## src/rtl/conv_window_stream_if.sv

```systemverilog
// Stream bundle for the sliding-window generator: pixel input side and
// flattened-window output side, each with its own valid/ready handshake.
interface conv_window_stream_if #(
    parameter int IMG_W     = 28,
    parameter int IMG_H     = 28,
    parameter int K         = 3,
    parameter int DATA_BITS = 32
);
    localparam int XW = $clog2(IMG_W);
    localparam int YW = $clog2(IMG_H);

    logic                       in_valid;
    logic                       in_ready;
    logic [DATA_BITS-1:0]       in_data;
    logic                       out_valid;
    logic                       out_ready;
    logic [K*K*DATA_BITS-1:0]   out_data;
    logic [XW-1:0]              out_x;
    logic [YW-1:0]              out_y;
    logic                       out_last;

    modport master (
        output in_valid, in_data, out_ready,
        input  in_ready, out_valid, out_data, out_x, out_y, out_last
    );

    modport slave (
        input  in_valid, in_data, out_ready,
        output in_ready, out_valid, out_data, out_x, out_y, out_last
    );
endinterface

```

## src/rtl/conv_window_stream.sv

```systemverilog
// Streaming K x K sliding-window generator: raster pixels in, one flattened
// window per stride-aligned position out, using K-1 line buffers.
module conv_window_stream #(
    parameter int IMG_W     = 28,
    parameter int IMG_H     = 28,
    parameter int K         = 3,
    parameter int STRIDE    = 1,
    parameter int DATA_BITS = 32
) (
    input  logic                  clk,
    input  logic                  rst_n,
    input  logic                  soft_clr,
    conv_window_stream_if.slave   bus
);
    localparam int XW     = $clog2(IMG_W);
    localparam int YW     = $clog2(IMG_H);
    localparam int PW     = (STRIDE > 1) ? $clog2(STRIDE) : 1;
    localparam int WW     = K * K * DATA_BITS;
    localparam int LAST_X = ((IMG_W - K) / STRIDE) * STRIDE;
    localparam int LAST_Y = ((IMG_H - K) / STRIDE) * STRIDE;

    localparam logic [XW-1:0] COL_MAX   = XW'(IMG_W - 1);
    localparam logic [XW-1:0] COL_FIRST = XW'(K - 1);
    localparam logic [XW-1:0] COL_LAST  = XW'(K - 1 + LAST_X);
    localparam logic [YW-1:0] ROW_MAX   = YW'(IMG_H - 1);
    localparam logic [YW-1:0] ROW_FIRST = YW'(K - 1);
    localparam logic [YW-1:0] ROW_LAST  = YW'(K - 1 + LAST_Y);
    localparam logic [PW-1:0] PH_MAX    = PW'(STRIDE - 1);

    logic [XW-1:0]        col_q, col_d;
    logic [YW-1:0]        row_q, row_d;
    logic [PW-1:0]        xph_q, xph_d;
    logic [PW-1:0]        yph_q, yph_d;
    logic                 out_valid_q, out_valid_d;
    logic                 out_last_q, out_last_d;
    logic [XW-1:0]        out_x_q, out_x_d;
    logic [YW-1:0]        out_y_q, out_y_d;
    logic [WW-1:0]        out_data_q, out_data_d;

    logic [DATA_BITS-1:0] lb_q   [K-1][IMG_W];
    logic [DATA_BITS-1:0] win_q  [K][K];
    logic [DATA_BITS-1:0] win_d  [K][K];
    logic [DATA_BITS-1:0] col_pix[K];
    logic [WW-1:0]        win_flat;

    logic in_ready;
    logic accept;
    logic emit;

    // Single output register is the only buffering, so input stalls whenever
    // a held window has not been taken.
    assign in_ready = !out_valid_q || bus.out_ready;
    assign accept   = bus.in_valid && in_ready && !soft_clr;

    // Phase counters sit at zero until the first full column/row, so a zero
    // phase past K-1 marks a stride-aligned position without any divider.
    assign emit = accept && (col_q >= COL_FIRST) && (row_q >= ROW_FIRST)
                  && (xph_q == '0) && (yph_q == '0);

    // NOTE: every always_comb output gets a default first so no latch is inferred.
    always_comb begin
        col_d = col_q;
        row_d = row_q;
        xph_d = xph_q;
        yph_d = yph_q;
        if (soft_clr) begin
            col_d = '0;
            row_d = '0;
            xph_d = '0;
            yph_d = '0;
        end else if (accept) begin
            if (col_q == COL_MAX) begin
                col_d = '0;
                xph_d = '0;
                if (row_q == ROW_MAX) begin
                    row_d = '0;
                    yph_d = '0;
                end else begin
                    row_d = row_q + 1'b1;
                    if (row_q < ROW_FIRST) yph_d = '0;
                    else                   yph_d = (yph_q == PH_MAX) ? '0 : yph_q + 1'b1;
                end
            end else begin
                col_d = col_q + 1'b1;
                if (col_q < COL_FIRST) xph_d = '0;
                else                   xph_d = (xph_q == PH_MAX) ? '0 : xph_q + 1'b1;
            end
        end
    end

    // Incoming column: oldest buffered row on top, the live pixel at the bottom.
    always_comb begin
        for (int r = 0; r < K - 1; r++) col_pix[r] = lb_q[K-2-r][col_q];
        col_pix[K-1] = bus.in_data;
        for (int r = 0; r < K; r++) begin
            for (int c = 0; c < K - 1; c++) win_d[r][c] = win_q[r][c+1];
            win_d[r][K-1] = col_pix[r];
        end
        win_flat = '0;
        for (int r = 0; r < K; r++)
            for (int c = 0; c < K; c++)
                win_flat[(r*K+c)*DATA_BITS +: DATA_BITS] = win_d[r][c];
    end

    always_comb begin
        out_valid_d = out_valid_q;
        out_last_d  = out_last_q;
        out_x_d     = out_x_q;
        out_y_d     = out_y_q;
        out_data_d  = out_data_q;
        if (soft_clr) begin
            out_valid_d = 1'b0;
            out_last_d  = 1'b0;
        end else if (emit) begin
            out_valid_d = 1'b1;
            out_last_d  = (col_q == COL_LAST) && (row_q == ROW_LAST);
            out_x_d     = col_q - COL_FIRST;
            out_y_d     = row_q - ROW_FIRST;
            out_data_d  = win_flat;
        end else if (out_valid_q && bus.out_ready) begin
            out_valid_d = 1'b0;
            out_last_d  = 1'b0;
        end
    end

    // NOTE: state registers use non-blocking assignments so every flop samples
    // pre-edge values regardless of block evaluation order.
    always_ff @(posedge clk or negedge rst_n) begin
        if (!rst_n) begin
            col_q       <= '0;
            row_q       <= '0;
            xph_q       <= '0;
            yph_q       <= '0;
            out_valid_q <= 1'b0;
            out_last_q  <= 1'b0;
            out_x_q     <= '0;
            out_y_q     <= '0;
            out_data_q  <= '0;
        end else begin
            col_q       <= col_d;
            row_q       <= row_d;
            xph_q       <= xph_d;
            yph_q       <= yph_d;
            out_valid_q <= out_valid_d;
            out_last_q  <= out_last_d;
            out_x_q     <= out_x_d;
            out_y_q     <= out_y_d;
            out_data_q  <= out_data_d;
        end
    end

    // NOTE: line buffers and the window shift register carry no reset so they
    // map onto RAM/plain flops; the emit rule never exposes stale contents.
    always_ff @(posedge clk) begin
        if (accept) begin
            win_q <= win_d;
            lb_q[0][col_q] <= bus.in_data;
            for (int j = 1; j < K - 1; j++) lb_q[j][col_q] <= lb_q[j-1][col_q];
        end
    end

    assign bus.in_ready  = in_ready;
    assign bus.out_valid = out_valid_q;
    assign bus.out_last  = out_last_q;
    assign bus.out_x     = out_x_q;
    assign bus.out_y     = out_y_q;
    assign bus.out_data  = out_data_q;
endmodule

```

## src/flat_wrapper.sv

```systemverilog
// flat-port wrapper written by rule: the top's interface ports become plain ports
module conv_window_stream_flat 
#(
    parameter int IMG_W     = 28,
    parameter int IMG_H     = 28,
    parameter int K         = 3,
    parameter int STRIDE    = 1,
    parameter int DATA_BITS = 32
)
  (clk, rst_n, soft_clr, bus_in_valid, bus_in_data, bus_out_ready, bus_in_ready, bus_out_valid, bus_out_data, bus_out_x, bus_out_y, bus_out_last);
  conv_window_stream_if #(.IMG_W(IMG_W), .IMG_H(IMG_H), .K(K), .DATA_BITS(DATA_BITS)) bus_i ();
  input  logic clk;
  input  logic rst_n;
  input  logic soft_clr;
  input wire logic [$bits(bus_i.in_valid)-1:0] bus_in_valid;
  input wire logic [$bits(bus_i.in_data)-1:0] bus_in_data;
  input wire logic [$bits(bus_i.out_ready)-1:0] bus_out_ready;
  output wire logic [$bits(bus_i.in_ready)-1:0] bus_in_ready;
  output wire logic [$bits(bus_i.out_valid)-1:0] bus_out_valid;
  output wire logic [$bits(bus_i.out_data)-1:0] bus_out_data;
  output wire logic [$bits(bus_i.out_x)-1:0] bus_out_x;
  output wire logic [$bits(bus_i.out_y)-1:0] bus_out_y;
  output wire logic [$bits(bus_i.out_last)-1:0] bus_out_last;
  assign bus_i.in_valid = bus_in_valid;
  assign bus_i.in_data = bus_in_data;
  assign bus_i.out_ready = bus_out_ready;
  assign bus_in_ready = bus_i.in_ready;
  assign bus_out_valid = bus_i.out_valid;
  assign bus_out_data = bus_i.out_data;
  assign bus_out_x = bus_i.out_x;
  assign bus_out_y = bus_i.out_y;
  assign bus_out_last = bus_i.out_last;
  conv_window_stream #(.IMG_W(IMG_W), .IMG_H(IMG_H), .K(K), .STRIDE(STRIDE), .DATA_BITS(DATA_BITS)) u_core (.clk(clk), .rst_n(rst_n), .soft_clr(soft_clr), .bus(bus_i));
endmodule
```

## config.mk

```make
export PLATFORM = sky130hd
export DESIGN_NAME = conv_window_stream_flat
export DESIGN_NICKNAME = d
export VERILOG_FILES = /design/src/rtl/conv_window_stream_if.sv /design/src/rtl/conv_window_stream.sv /design/src/flat_wrapper.sv
export SDC_FILE = /design/constraint.sdc
export NUM_CORES = 2
export LEC_CHECK = 0
export ABC_AREA = 1
export ABC_CLOCK_PERIOD_IN_PS = 15600
export BUFFER_PORTS_ARGS = -buffer_cell sky130_fd_sc_hd__buf_4
export CAP_MARGIN = 15
export CORE_UTILIZATION = 55
export DETAILED_ROUTE_END_ITERATION = 6
export HOLD_SLACK_MARGIN = 0.1
export PLACE_DENSITY = 0.72
export SETUP_SLACK_MARGIN = 0.3
export SLEW_MARGIN = 15
export SYNTH_ARGS = -nofsm -noshare
export SYNTH_HDL_FRONTEND = slang
export SYNTH_SLANG_ARGS = --single-unit
```

## constraint.sdc

```tcl
create_clock -name clk -period 15.6 [get_ports clk]
set_input_delay 2.34 -clock clk [delete_from_list [all_inputs] [get_ports clk]]
set_output_delay 2.34 -clock clk [all_outputs]
set_load 0.005 [all_outputs]
```

---- Yosys cells after proc, flatten, opt, wreduce, memory -nomap -nowiden ----
Memories as Yosys holds them, arrays and structs flattened.
Index checks and enable logic that the tools add are counted.
operators by class
  reductions and logical operators ........ 17
  magnitude comparators ................... 6
  add/subtract/negate cells ............... 6
  bitwise operators ....................... 4
  equal/unequal tests ..................... 2
  multiplexer cells ....................... 33
operators with widths
  operator               number
  $mux W896              1
  $bmux W32 S5           2
  $demux W32 S5          1
  $mux W32               5
  $mux W5                7
  $mux W1                17
  $add A5 B1 Y5 const B  2
  $eq A5 B5 Y1 const B   2
  $ge A5 B2 Y1 const B   2
  $lt A5 B2 Y1 const B   2
  $sub A5 B2 Y5 const B  2
  $logic_and A1 B1 Y1    9
  $ge A6 B6 Y1 const B   1
  $lt A6 B1 Y1 const B   1
  $not A5 Y6             1
  $reduce_and A2 Y1      2
  $reduce_bool A2 Y1     2
  $not A1 Y1             3
  $reduce_bool A3 Y1     1
  $add A1 B1 Y1 const B  2
  $logic_not A1 Y1       2
  $logic_or A1 B1 Y1     1
storage, ports and cells
  logic and storage cells ................. 84
  bits in writable memories ............... 1792
  register bits after elaboration ......... 504
  output and inout bits ................... 301
  input bits .............................. 37
  memories ................................ 1
memory list
  memory       depth  width  read ports  clocked after memory_dff  write ports  line                      RTL
  u_core.lb_q  2      896    2           0                         2            conv_window_stream.sv:40  logic [DATA_BITS-1:0] lb_q [K-1][IMG_W];

---- Longest topological paths before layout ----
  depth after elaboration ................. 10
  gate-level depth with buffers ........... 14
  gate-level depth less buffers ........... 11

---- Worst setup path before layout ----
No wires, ideal clock.
  path kind ............................... input-to-reg
  start ................................... input port bus_out_ready
  end ..................................... memory u_core.lb_q[0][1600] (netlist name), enable pin
  stages on the path ...................... 6
  data arrival time ....................... 11.583 ns
  library setup time ...................... 0.486 ns
  setup slack ............................. 3.532 ns
  buffers on the path ..................... 0
  path through ............................ inv_1 > nand2_1 > nand2_1 > nor2_2 > nand2_1 > nor2_1
RTL lines
  element          line                      RTL
  start, declared  flat_wrapper.sv:17        input wire logic [$bits(bus_i.out_ready)-1:0] bus_out_ready;
  end, declared    conv_window_stream.sv:40

---- Worst setup path after layout ----
  start ................................... input port bus_out_ready
  end ..................................... register u_core.out_data_q[235], in the netlist u_core.bus.out_data[235]
on the way
  word-level cells in the longest chain between the ends .. 8
ends and longest elaborated chain
  element                            line                       RTL
  $logic_or A1 B1 Y1                 conv_window_stream.sv:52   assign in_ready = !out_valid_q || bus.out_ready;
  $logic_and A1 B1 Y1 (2 in series)  conv_window_stream.sv:53   assign accept = bus.in_valid && in_ready && !soft_clr;
  named net u_core.accept            conv_window_stream.sv:47   logic accept;
  $logic_and A1 B1 Y1 (2 in series)  conv_window_stream.sv:57   assign emit = accept && (col_q >= COL_FIRST) && (row_q >= ROW_FIRST)
  $logic_and A1 B1 Y1 (2 in series)  conv_window_stream.sv:58   && (xph_q == '0) && (yph_q == '0);
  $reduce_and A2 Y1 (no line)        -
  end signal, assigned               conv_window_stream.sv:148  out_data_q <= out_data_d;
  end, declared                      conv_window_stream.sv:38   logic [WW-1:0] out_data_q, out_data_d;
The timed path passes the listed nets, and every way through them passes these cells.
A chain may end at the register's enable or synchronous reset.

==> run metrics <==
fmax 0.172 GHz; Worst Path Required 16380 ps; CTS max path bufs 3; total clock sinks 2294; DP Worst Slack 9070 ps; TNS Setup 0 ps; # hold bufs at CTS 0; layout cells sized above 1 9.62%; Num CTS Buffers 220; Slew @ Worst Pin 1190 ps; Syn Nets 8774; CTS tree yes; Total GRT Usage 29.9%; final worst slack 9780 ps; clock root cell clkbuf_16; clock latency on the worst-skew pair 880 ps; row count 150; Max-Cap Viols 0; Hold Path Class flop to flop; crit-path cells buf_4 -> inv_1 -> nand2_1 -> nand2_1 -> nor2_4 -> buf_12 -> nand3_4 -> clkinv_8 -> buf_4 -> nand2_1 -> nand2_1; failing checks DRC; DR pass1 iterations 7; H-Tree Depth 4; Slew HR 20.8%; Fin. Hold Viols 0; DRC violations left 2; Area Growth Syn to Fin 12.9%; synthesized instance count 8727; Post-Place Cells 11000; FILL cells 12700; RSZ-0062 raised after global routing false; Setup Crit Path Kind primary input to flop; Pwr per Cell Area 158 nW/um^2; die width 414 um; worst path arrival time 6590 ps; CP peak stage delay 810 ps; Hold Path Stages 2; Post CTS Setup Buffer Count 0; number of global-route vias before repair 60600; CP max FO 203; Synth area leaders edfxtp_1, nand2_1, dfrtp_1, inv_1, nand3_1; overall power 16600 uW; nets 9032; final setup fails 0; post-cts gate resize count 0; Die Area 171000 um^2; main flop type after synthesis edfxtp_1; Yosys Warn Count 0; antenna violations before repair 5; IO Pins 338; ys async rst share 13.5%; drt wl/cell 22.5 um; DR vias 63300; Die H 414 um; fin crit share 37.3%; FF-to-FF path depth 10; Core Box Area 168000 um^2; routed vias/inst 5.56; Starting Density 55.6%; minimum clock period after layout 5820 ps; post-synth top area cell edfxtp_1; leak pwr 0.0454 uW; Finished Layout Cells 11400; largest net degree at the start of global routing 204; first-pass GRT wire length 380000 um; port bufs 337; final core occ 62.8%; final WL 256000 um; Max stage delay cell, worst path buf_4; grt ovf 0; Avg Cell Area, Syn 10.7 um^2; initial detailed-routing violation count 8648; register area share after synthesis 72.3%; critical path capture point type flop; most used cell, CP nand2_1; critical path launch point type primary input; DP HPWL 140000 um; Final Skew 61.2 ps; FF+latch count, synth 2294; count of cell types in the netlist 31; outcome complete, but fails checks; Netlist Area Pre-Place 93100 um^2; Post-synth EDFFs 1984; placer congestion estimate 0.851; clk slew on worst S/H paths 60 ps; top cell type's share of synthesized area 64.0%; VDD IR max 0.143 mV; Slew Limit Fails 0; post-route ant nets 0
stage by stage:
stage          hold WS, ps  area (um^2)
2_1_floorplan          418        93100
3_3_place_gp           420        97900
3_5_place_dp           425        97900
4_1_cts                421       105000
5_1_grt                452       105000
6_report               415       105000
power breakdown:
part	total (uW)	switching (uW)	internal, uW
Combinational	3820	2940	880
Clock	5310	2310	3010
Sequential	7480	103	7380
Total	16600	5350	11300
critical path: cells and delay by family:
family | cells | cell delay, ps
AND/OR/NAND/NOR | 6 | 1380
buffers and inverters | 5 | 2260
state kept, by name (all words and copies together) (netlist names):
name,flops
u_core.bus.out_data,288
u_core.bus.out_last,1
u_core.bus.out_valid,1
u_core.bus.out_x,5
u_core.bus.out_y,5
u_core.col_q,5
u_core.lb_q,1792
u_core.row_q,5
u_core.win_d,192
area by class of cell:
cell class	instances	area (um^2)	share of cell area, %
multi-input cells	5117	20900	19.9
repair buffers	444	3520	3.34
flip-flops and latches	2294	67300	64.0
inverters	908	3440	3.27
diodes	4	10.0	0.00952
well taps	2204	2760	2.62
clock inverters	112	1160	1.10
clock buffers	302	6050	5.75
cell usage after synthesis (6+ instances only):
library cell / instances
ha_1: 10
clkbuf_1: 175
inv_1: 896
a21oi_1: 68
edfxtp_1: 1984
nor2_1: 379
dfrtp_1: 310
nor2_2: 6
o21ai_1: 6
nand3_1: 518
inv_2: 11
buf_1: 37
buf_4: 24
or2_2: 44
o21ai_0: 237
nand2_1: 3825
buf_2: 169
layer usage:
layer	vias up	track usage [%]	part of all wire [%]
li1	28600	-	-
met1	30500	42.1	39
met2	3713	46.6	46
met3	544	5.86	11
met4	2	10.9	3.7
met5	-	0	0.0051
cell usage in the layout, fill, tap and decap left out, types with 3 or more instances in the layout:
master	count
a21oi_1	68
buf_12	11
buf_4	430
bufinv_16	17
clkbuf_1	67
clkbuf_16	228
clkbuf_8	7
clkinv_1	30
clkinv_16	4
clkinv_2	46
clkinv_8	4
clkinvlp_4	4
dfrtp_1	308
diode_2	4
edfxtp_1	1984
ha_1	10
inv_1	896
inv_16	3
inv_2	9
inv_6	3
nand2_1	3825
nand3_1	493
nand3_2	25
nand4_1	3
nor2_1	350
nor2_4	34
nor3_1	3
o21ai_0	237
o21ai_1	6
or2_2	44
xnor2_1	3
final timing paths:
check	endpoint	slack, ps	startpoint
max	u_core.bus.out_data[235]	9780	bus_out_ready
min	u_core.bus.out_data[27]	420	u_core.win_d[283]
max reg2reg	u_core.bus.out_data[235]	9980	u_core.col_q[0]
min reg2reg	u_core.bus.out_data[27]	420	u_core.win_d[283]
max in group asynchronous	u_core.bus.out_data[227]	12690	rst_n
min in group asynchronous	u_core.bus.out_data[122]	1460	rst_n
cell families (layout without fill, tap and decap cells):
group | after synthesis | count (layout) | synth area share (%)
XOR/XNOR | 5 | 5 | 0.0470
flip-flops | 2294 | 2294 | 72.3
buffers and inverters | 1316 | 1766 | 5.65
AO/OA/AOI/OAI | 318 | 318 | 1.73
AND/OR/NAND/NOR | 4784 | 4784 | 20.1
other | 0 | 4 | 0
adder cells (fa/ha/maj) | 10 | 10 | 0.134
(Power assumes the default switching activity.)
